[src/rtl/uart_tx_fifo_if.sv]
// Write-side interface of uart_tx_fifo.
//   master : the data producer; drives wr_en/wr_data, watches the FIFO flags.
//   slave  : the transmitter; accepts writes and reports full/empty/fifo_count/overflow.
interface uart_tx_fifo_if #(
    parameter int DATA_BITS  = 8,
    parameter int FIFO_DEPTH = 16
) ();
    logic                          wr_en;
    logic [DATA_BITS-1:0]          wr_data;
    logic                          full;
    logic                          empty;
    logic [$clog2(FIFO_DEPTH):0]   fifo_count;
    logic                          overflow;

    modport master (
        output wr_en, wr_data,
        input  full, empty, fifo_count, overflow
    );

    modport slave (
        input  wr_en, wr_data,
        output full, empty, fifo_count, overflow
    );
endinterface

[src/rtl/uart_tx_fifo.sv]
// UART transmitter with an integrated transmit FIFO.
// Words written through wr_if are queued and sent back-to-back as
// start / DATA_BITS (LSB first) / optional parity / STOP_BITS stop bits,
// each bit lasting BAUD_DIV = CLK_FREQ / BAUD clock cycles.
// Ports:
//   clk_50m      system clock, rising edge
//   reset        asynchronous active-high reset (aborts any frame, flushes FIFO)
//   wr_if        slave side: wr_en/wr_data in; full/empty/fifo_count/overflow out
//   busy         high from start bit through the last stop bit
//   uart_tx_path registered serial output, idle high
module uart_tx_fifo #(
    parameter int CLK_FREQ   = 50_000_000,
    parameter int BAUD       = 115200,
    parameter int DATA_BITS  = 8,
    parameter int PARITY     = 0,
    parameter int STOP_BITS  = 1,
    parameter int FIFO_DEPTH = 16
) (
    input  logic           clk_50m,
    input  logic           reset,
    uart_tx_fifo_if.slave  wr_if,
    output logic           busy,
    output logic           uart_tx_path
);
    localparam int BAUD_DIV = CLK_FREQ / BAUD;
    localparam int CW       = $clog2(BAUD_DIV);
    localparam int AW       = $clog2(FIFO_DEPTH);
    localparam int BW       = $clog2(DATA_BITS);

    // ---------------- FIFO ----------------
    logic [DATA_BITS-1:0] mem [FIFO_DEPTH];
    logic [AW-1:0]        wr_ptr, rd_ptr;
    logic [AW:0]          count;
    logic                 overflow_q;
    logic                 full, empty;
    logic                 wr_ok, pop;
    logic [DATA_BITS-1:0] head;

    assign full  = (count == (AW+1)'(FIFO_DEPTH));
    assign empty = (count == '0);
    assign wr_ok = wr_if.wr_en && !full;
    assign head  = mem[rd_ptr];

    assign wr_if.full       = full;
    assign wr_if.empty      = empty;
    assign wr_if.fifo_count = count;
    assign wr_if.overflow   = overflow_q;

    always_ff @(posedge clk_50m) begin
        if (wr_ok) mem[wr_ptr] <= wr_if.wr_data;
    end

    always_ff @(posedge clk_50m or posedge reset) begin
        if (reset) begin
            wr_ptr     <= '0;
            rd_ptr     <= '0;
            count      <= '0;
            overflow_q <= 1'b0;
        end else begin
            // full is the registered occupancy, so a pop on this edge does
            // not rescue a write presented while full.
            overflow_q <= wr_if.wr_en && full;
            if (wr_ok) wr_ptr <= wr_ptr + 1'b1;
            if (pop)   rd_ptr <= rd_ptr + 1'b1;
            case ({wr_ok, pop})
                2'b10:   count <= count + 1'b1;
                2'b01:   count <= count - 1'b1;
                default: count <= count;
            endcase
        end
    end

    // ---------------- Serialiser FSM ----------------
    typedef enum logic [2:0] {S_IDLE, S_START, S_DATA, S_PARITY, S_STOP} state_t;

    state_t               state;
    logic [CW-1:0]        baud_cnt;
    logic [BW-1:0]        bit_cnt;
    logic                 stop_idx;
    logic [DATA_BITS-1:0] shreg;
    logic                 par_bit;
    logic                 baud_last, stop_last, head_par;

    assign baud_last = (baud_cnt == CW'(BAUD_DIV - 1));
    assign stop_last = (STOP_BITS == 1) ? 1'b1 : stop_idx;
    assign head_par  = (PARITY == 1) ? ~^head : ^head;

    // Pop from IDLE, or from the final stop-bit cycle so the next start bit
    // follows with no idle gap.
    assign pop = !empty &&
                 ((state == S_IDLE) || (state == S_STOP && baud_last && stop_last));

    always_ff @(posedge clk_50m or posedge reset) begin
        if (reset) begin
            state        <= S_IDLE;
            uart_tx_path <= 1'b1;
            busy         <= 1'b0;
            baud_cnt     <= '0;
            bit_cnt      <= '0;
            stop_idx     <= 1'b0;
            shreg        <= '0;
            par_bit      <= 1'b0;
        end else begin
            baud_cnt <= baud_cnt + 1'b1;
            case (state)
                S_IDLE: begin
                    baud_cnt <= '0;
                    if (pop) begin
                        state        <= S_START;
                        shreg        <= head;
                        par_bit      <= head_par;
                        uart_tx_path <= 1'b0;
                        busy         <= 1'b1;
                    end
                end
                S_START: begin
                    if (baud_last) begin
                        state        <= S_DATA;
                        baud_cnt     <= '0;
                        bit_cnt      <= '0;
                        uart_tx_path <= shreg[0];
                    end
                end
                S_DATA: begin
                    if (baud_last) begin
                        baud_cnt <= '0;
                        if (bit_cnt == BW'(DATA_BITS - 1)) begin
                            stop_idx <= 1'b0;
                            if (PARITY != 0) begin
                                state        <= S_PARITY;
                                uart_tx_path <= par_bit;
                            end else begin
                                state        <= S_STOP;
                                uart_tx_path <= 1'b1;
                            end
                        end else begin
                            bit_cnt      <= bit_cnt + 1'b1;
                            shreg        <= shreg >> 1;
                            uart_tx_path <= shreg[1];
                        end
                    end
                end
                S_PARITY: begin
                    if (baud_last) begin
                        state        <= S_STOP;
                        baud_cnt     <= '0;
                        stop_idx     <= 1'b0;
                        uart_tx_path <= 1'b1;
                    end
                end
                S_STOP: begin
                    if (baud_last) begin
                        baud_cnt <= '0;
                        if (!stop_last) begin
                            stop_idx <= 1'b1;
                        end else if (pop) begin
                            state        <= S_START;
                            shreg        <= head;
                            par_bit      <= head_par;
                            uart_tx_path <= 1'b0;
                        end else begin
                            state        <= S_IDLE;
                            uart_tx_path <= 1'b1;
                            busy         <= 1'b0;
                        end
                    end
                end
                default: begin
                    state        <= S_IDLE;
                    uart_tx_path <= 1'b1;
                    busy         <= 1'b0;
                end
            endcase
        end
    end
endmodule

[src/flat_wrapper.sv]
// flat-port wrapper written by rule: the top's interface ports become plain ports
module uart_tx_fifo_flat 
#(
    parameter int CLK_FREQ   = 50_000_000,
    parameter int BAUD       = 115200,
    parameter int DATA_BITS  = 8,
    parameter int PARITY     = 0,
    parameter int STOP_BITS  = 1,
    parameter int FIFO_DEPTH = 16
)
  (clk_50m, reset, busy, uart_tx_path, wr_if_wr_en, wr_if_wr_data, wr_if_full, wr_if_empty, wr_if_fifo_count, wr_if_overflow);
  uart_tx_fifo_if #(.DATA_BITS(DATA_BITS), .FIFO_DEPTH(FIFO_DEPTH)) wr_if_i ();
  input  logic clk_50m;
  input  logic reset;
  output logic busy;
  output logic uart_tx_path;
  input wire logic [$bits(wr_if_i.wr_en)-1:0] wr_if_wr_en;
  input wire logic [$bits(wr_if_i.wr_data)-1:0] wr_if_wr_data;
  output wire logic [$bits(wr_if_i.full)-1:0] wr_if_full;
  output wire logic [$bits(wr_if_i.empty)-1:0] wr_if_empty;
  output wire logic [$bits(wr_if_i.fifo_count)-1:0] wr_if_fifo_count;
  output wire logic [$bits(wr_if_i.overflow)-1:0] wr_if_overflow;
  assign wr_if_i.wr_en = wr_if_wr_en;
  assign wr_if_i.wr_data = wr_if_wr_data;
  assign wr_if_full = wr_if_i.full;
  assign wr_if_empty = wr_if_i.empty;
  assign wr_if_fifo_count = wr_if_i.fifo_count;
  assign wr_if_overflow = wr_if_i.overflow;
  uart_tx_fifo #(.CLK_FREQ(CLK_FREQ), .BAUD(BAUD), .DATA_BITS(DATA_BITS), .PARITY(PARITY), .STOP_BITS(STOP_BITS), .FIFO_DEPTH(FIFO_DEPTH)) u_core (.clk_50m(clk_50m), .reset(reset), .wr_if(wr_if_i), .busy(busy), .uart_tx_path(uart_tx_path));
endmodule
[config.mk]
export PLATFORM = sky130hd
export DESIGN_NAME = uart_tx_fifo_flat
export DESIGN_NICKNAME = d
export VERILOG_FILES = /design/src/rtl/uart_tx_fifo_if.sv /design/src/rtl/uart_tx_fifo.sv /design/src/flat_wrapper.sv
export SDC_FILE = /design/constraint.sdc
export NUM_CORES = 1
export LEC_CHECK = 0
export CORE_ASPECT_RATIO = 0.9
export CORE_MARGIN = 3
export CORE_UTILIZATION = 61
export CTS_CLUSTER_DIAMETER = 120
export DETAILED_ROUTE_END_ITERATION = 12
export PLACE_DENSITY_LB_ADDON = 0.08
export SLEW_MARGIN = 5
export SYNTH_ARGS = -nofsm -noshare
export SYNTH_HDL_FRONTEND = slang
export SYNTH_SLANG_ARGS = --single-unit
[constraint.sdc]
create_clock -name clk_50m -period 3.75 [get_ports clk_50m]
set_input_delay 0.375 -clock clk_50m [delete_from_list [all_inputs] [get_ports clk_50m]]
set_output_delay 0.375 -clock clk_50m [all_outputs]
set_load 0.005 [all_outputs]
### Yosys cells after proc, flatten, opt, wreduce, memory -nomap -nowiden

Memory sizes are Yosys's and may differ from the RTL's.
Cells that the tools add are included.
W data, S select, Z words.

* flip-flop bits (word level): 39
* bits in writable memories: 128
* output and inout bits: 10
* logic and storage cells: 88
* memories: 1

Memory list
* u_core.mem: words 16, bits a word 8, rd ports 1, clocked after Yosys merged registers in 0, wr ports 1, RTL line uart_tx_fifo.sv:31 `logic [DATA_BITS-1:0] mem [FIFO_DEPTH];`

* reductions and logical operators: 19
* bitwise logic cells: 1
* equal/unequal tests: 17
* multiplexer cells: 34
* add/subtract/negate cells: 6

Operator list (count)
* $mux W8: 4
* $mux W3: 9
* $pmux W8 S3: 1
* $pmux W9 S2: 1
* $pmux W3 S5: 1
* $mux W1: 13
* $ne A2 B1 Y1 const B: 6
* $reduce_and A4 Y1: 3
* $pmux W5 S2: 1
* $add A9 B1 Y9 const B: 1
* $eq A9 B9 Y1 const B: 1
* $mux W9: 1
* $add A4 B1 Y4 const B: 2
* $eq A3 B2 Y1 const B: 2
* $eq A3 B3 Y1 const B: 2
* $pmux W3 S2: 1
* $reduce_and A6 Y1: 1
* $add A5 B1 Y5 const B: 1
* $eq A5 B5 Y1 const B: 1
* $logic_not A5 Y1: 1
* $pmux W1 S5: 1
* $reduce_and A5 Y1: 1
* $sub A5 B1 Y5 const B: 1
* $logic_and A1 B1 Y1: 4
* 14 further kinds: 17

### Longest topological paths before layout

* depth in word-level cells: 7
* mapped depth: 13
* depth with buffers taken out: 13

### Least setup slack after synthesis

No wires, ideal clock.

* kind: register to register
* from: reg u_core.baud_cnt[1]
* to: reg u_core.count[4], in the netlist u_core.wr_if.fifo_count[4]
* stages on the path, launching flop included: 14
* setup time: 0.079 ns
* required time: 3.671 ns
* slack: 1.053 ns
* arrival time: 2.618 ns
* path buffers: 0
* cells stage by stage: dfrtp_1 > inv_1 > ha_1 > and4b_1 > nand4_1 > a21oi_2 > ha_1 > inv_1 > fa_1 > nor2b_1 > o21ai_0 > and3_1 > nor3_1 > xor2_1

* longest elaborated chain between the ends: 6
* elaborated cells between the ends (all ways): 8
* classes of those cells: 3 x eq/ne; 1 x mux; 4 x reduce/logical

Ends and longest elaborated chain
* start, declared: RTL line uart_tx_fifo.sv:77 `logic [CW-1:0] baud_cnt;`
* start signal, assigned: RTL line uart_tx_fifo.sv:104 `baud_cnt <= baud_cnt + 1'b1;`
* $eq A9 B9 Y1 (*): RTL line uart_tx_fifo.sv:84 `assign baud_last = (baud_cnt == CW'(BAUD_DIV - 1));`
* $logic_and A1 B1 Y1 (*): RTL line uart_tx_fifo.sv:91 `((state == S_IDLE) || (state == S_STOP && baud_last && stop_last));`
* $logic_or A1 B1 Y1 (*): RTL line uart_tx_fifo.sv:91
* $logic_and A1 B1 Y1 (*): RTL line uart_tx_fifo.sv:90 `assign pop = !empty &&`
* via u_core.pop: RTL line uart_tx_fifo.sv:36 `logic wr_ok, pop;`
* $eq A2 B1 Y1 / $eq A2 B2 Y1 (equally long branches): RTL line uart_tx_fifo.sv:65 `case ({wr_ok, pop})`
* $pmux W5 S2 / $reduce_bool A2 Y1 (equally long branches)
* end signal, assigned: RTL line uart_tx_fifo.sv:66 `2'b10: count <= count + 1'b1;`
* end signal, assigned: RTL line uart_tx_fifo.sv:67 `2'b01: count <= count - 1'b1;`
* end signal, assigned: RTL line uart_tx_fifo.sv:68 `default: count <= count;`
* end, declared: RTL line uart_tx_fifo.sv:33 `logic [AW:0] count;`

The timed path passes the listed nets; every way through them passes the cells marked *.
A chain may end at the register's enable or synchronous reset.

### Worst setup path in the final report

* from: reg u_core.count[0], in the netlist u_core.wr_if.fifo_count[0]
* to: reg u_core.count[4], in the netlist u_core.wr_if.fifo_count[4]

* longest elaborated chain between the ends: 5
* elaborated cells between the ends (all ways): 12
* classes of those cells: 2 x add/sub; 3 x eq/ne; 1 x mux; 6 x reduce/logical

Ends and longest elaborated chain (RTL line)
* $eq A5 B5 Y1 / $logic_not A5 Y1 (equally long branches): uart_tx_fifo.sv:39, uart_tx_fifo.sv:40
* $logic_not A1 Y1, on equally long branches: uart_tx_fifo.sv:41, uart_tx_fifo.sv:90
* $logic_and A1 B1 Y1, on equally long branches: uart_tx_fifo.sv:41, uart_tx_fifo.sv:90
* $eq A2 B1 Y1 / $eq A2 B2 Y1 (equally long branches): uart_tx_fifo.sv:65
* $pmux W5 S2 / $reduce_bool A2 Y1 (equally long branches)

Parallel ways exist; a longest one is shown, timed or not.

==> reports/summary.txt <==
Comb power frac = 10.6%
Pwr dens = 591 nW/um^2
GR Util All Layers = 22.5%
Switching share of power = 22.9%
Top Ports = 21
Worst-margin pin slew = 1.05 ns
DR iter-0 viols = 402
Initial antenna violation count = 0
Worst-Skew Late Latency = 0.42 ns
Nets = 486
Drt pass-1 iters = 4
Wire per inst = 20.7 um
Fill cells = 690
Gpl congestion = 0.836
H-tree depth = 4
Worst EP required = 4.10 ns
Startpoint type of the worst setup path = register
Asr flop ratio synth = 23.4%
Post-Synth Simple-Gate Area = 6.55%
Syn Nets = 458
Finish-stage setup viols = 0
Cell accounting for the most synthesized area = edfxtp_1
Synth cell types = 50
Die Span X = 119 um
PnR worst setup slack = 0.728 ns
GRT overflow = 0
Leak pwr = 2.89 nW
Final Power = 4.73 mW
Setup TNS = 0 ns
Most common cell after layout, fill and taps aside = edfxtp_1
Top cell type's share of synthesized area = 54.7%
CTS Buffer Depth = 2
Area growth from synthesis to layout = 14.0%
Clock power frac = 40.8%
Outcome = finished, final reports clean
F_max = 0.331 GHz
Vias/cell = 5.93
Seq/Total Area, Yosys = 68.6%
Rows = 36
DP Area = 7350 um^2
Hpwl dp = 8330 um
Int Pwr = 3.65 mW
Largest family of logic cells by synthesized area = multiplexers
Routed wire length = 13,000 um
Pre-CTS setup slack = 0.747 ns
Hold Crit Class = in2async
Max-Cap Viols = 0
Die area = 12,800 um^2
CTS tree = done
Syn avg cell area = 16.2 um^2
Max FO, Critical Path = 9
First-pass GRT wire length = 21,300 um
Slew headroom = 29.8%
I/O Buffers = 20
CP Class = reg2reg
CTS Sinks = 167
Routed via count = 3,712
Die H = 108 um
Primary FF master, synth = edfxtp_1
Num CTS Buffers = 17
Area contributors post-synth = edfxtp_1 (55%), dfrtp_1 (14%), mux4_2 (6.1%)
Hold Fails Final Rpt = 0
Final worst path period need = 3.02 ns
Initial Util = 63.7%
Pins over their slew limit = 0
Worst Path Arrival = 3.37 ns
Net Switching = 1.09 mW
Mux share of post-synthesis cell area = 11.2%
Most frequent cells in the layout = edfxtp_1 (128), nor2_1 (38), dfrtp_1 (36)
Number of hold buffers added after cts = 0
Sequential power share = 48.6%
Clock Skews = 0.00685 ns
Setup crit end kind = register
Core box area = 11,000 um^2
Post-Synth Adder-Cell Area = 2.60%
Postcts setup bufs = 0
Fin area = 8010 um^2
Worst hold slack = 0.358 ns
Max rail drop VDD = 0.000454 V
Largest net degree at the start of global routing = 38
Clock Pin Slew Worst Setup and Hold Paths = 0.06 ns
Number of global-route vias before repair = 3,811
CTS root buf = clkbuf_16
Share of layout cells above drive strength 1 = 14.8%
Routed Antenna Nets = 0
Unrepaired setup endpoints after global routing = no
Final Cycle Share = 80.6%
Compound-gate portion of the synthesized area = 6.34%
CTS resizes = 0
# DRC = 0
Post-synthesis xor/xnor area fraction = 2.12%
EDFF count, synth = 128
# diodes = 0
Synthesized flop and latch total = 167
Cell count after synthesis = 433
Synth Cell Area = 7030 um^2
Synth warn = 0
layer usage:
metal  global-route usage [%]  up-vias  wire length, um  share of wire, %
met5                        0        -                0                 0
met1                     33.6     1908             6130                47
met3                     6.57        9              536               4.1
met2                     33.1       70             6180                48
met4                     5.96        0              109              0.84
li1                         -     1725                -                 -
final timing paths:
check | from | end | slack (ns) | depth (start not counted)
worst max-delay path | u_core.wr_if.fifo_count[0] | u_core.wr_if.fifo_count[4] | 0.73 | 12
worst min-delay path | reset | u_core.wr_if.fifo_count[2] | 0.36 | 2
worst max register to register | u_core.wr_if.fifo_count[0] | u_core.wr_if.fifo_count[4] | 0.73 | 12
worst min register to register | u_core.baud_cnt[0] | u_core.baud_cnt[0] | 0.50 | 1
max in group asynchronous | reset | u_core.rd_ptr[0] | 2.62 | 3
min in group clk_50m | u_core.baud_cnt[0] | u_core.baud_cnt[0] | 0.50 | 1
power by group through the flow:
stage / sequential [mW] / combinational, mW / clock (mW)
floorplan: 2.28 / 0.322 / 0
global placement: 2.32 / 0.483 / 0
detailed placement: 2.33 / 0.500 / 0
CTS: 2.30 / 0.505 / 1.96
global route: 2.32 / 0.555 / 2.05
finish: 2.30 / 0.502 / 1.93
critical path, cell delays in order, from the launching register on:
cell     delay (ns)
dfrtp_1        0.44
nor4_1         0.51
nand2_1        0.12
and2_1         0.28
inv_1          0.09
ha_1           0.23
inv_1          0.10
fa_1           0.40
nor2b_1        0.12
o21ai_0        0.11
and3_1         0.20
nor3_1         0.16
xor2_1         0.17
sequential cells by signal (all words and copies together) (netlist names):
register	flops
u_core.wr_if.fifo_count	5
u_core.state	3
u_core.shreg	8
u_core.mem	128
u_core.wr_if.overflow	1
u_core.rd_ptr	4
u_core.baud_cnt	9
u_core.busy	1
u_core.wr_ptr	4
u_core.bit_cnt	3
u_core.uart_tx_path	1
synthesized netlist by cell type, types with 4 or more instances:
| cell type | number |
|---|---|
| a21oi_1 | 28 |
| a22oi_1 | 16 |
| and3_1 | 5 |
| buf_2 | 5 |
| clkbuf_1 | 6 |
| dfrtp_1 | 38 |
| edfxtp_1 | 128 |
| ha_1 | 13 |
| inv_1 | 14 |
| mux2i_1 | 5 |
| mux4_1 | 11 |
| mux4_2 | 19 |
| nand2_1 | 18 |
| nand2b_1 | 5 |
| nor2_1 | 38 |
| nor2b_1 | 4 |
| nor3_1 | 6 |
| o21ai_0 | 7 |
| o21ai_1 | 5 |
| xnor2_1 | 11 |
| xor2_1 | 6 |
cell families (layout without fill, tap and decap cells):
family	Yosys count	after routing
AND/OR/NAND/NOR	95	95
XOR/XNOR	17	17
flip-flops	167	167
buffers and inverters	33	74
adder cells (fa/ha/maj)	14	14
multiplexers	37	37
AO/OA/AOI/OAI	70	70
cell type report:
type,count,area (um^2),share of cell area [%]
clock inverters,14,230,2.87
repair buffers,28,260,3.25
inverters,14,52.6,0.656
multi-input cells,233,2030,25.3
well taps,152,190,2.37
flip-flops and latches,167,4820,60.2
clock buffers,18,429,5.36
through the flow:
stage | instances | utilization, %
3_3_place_gp | 594 | 66.6
2_1_floorplan | 433 | -
5_1_grt | 626 | 72.6
3_5_place_dp | 594 | 66.6
6_report | 626 | 72.6
4_1_cts | 626 | 72.6
No activity file was read; power rests on OpenSTA's default activity.
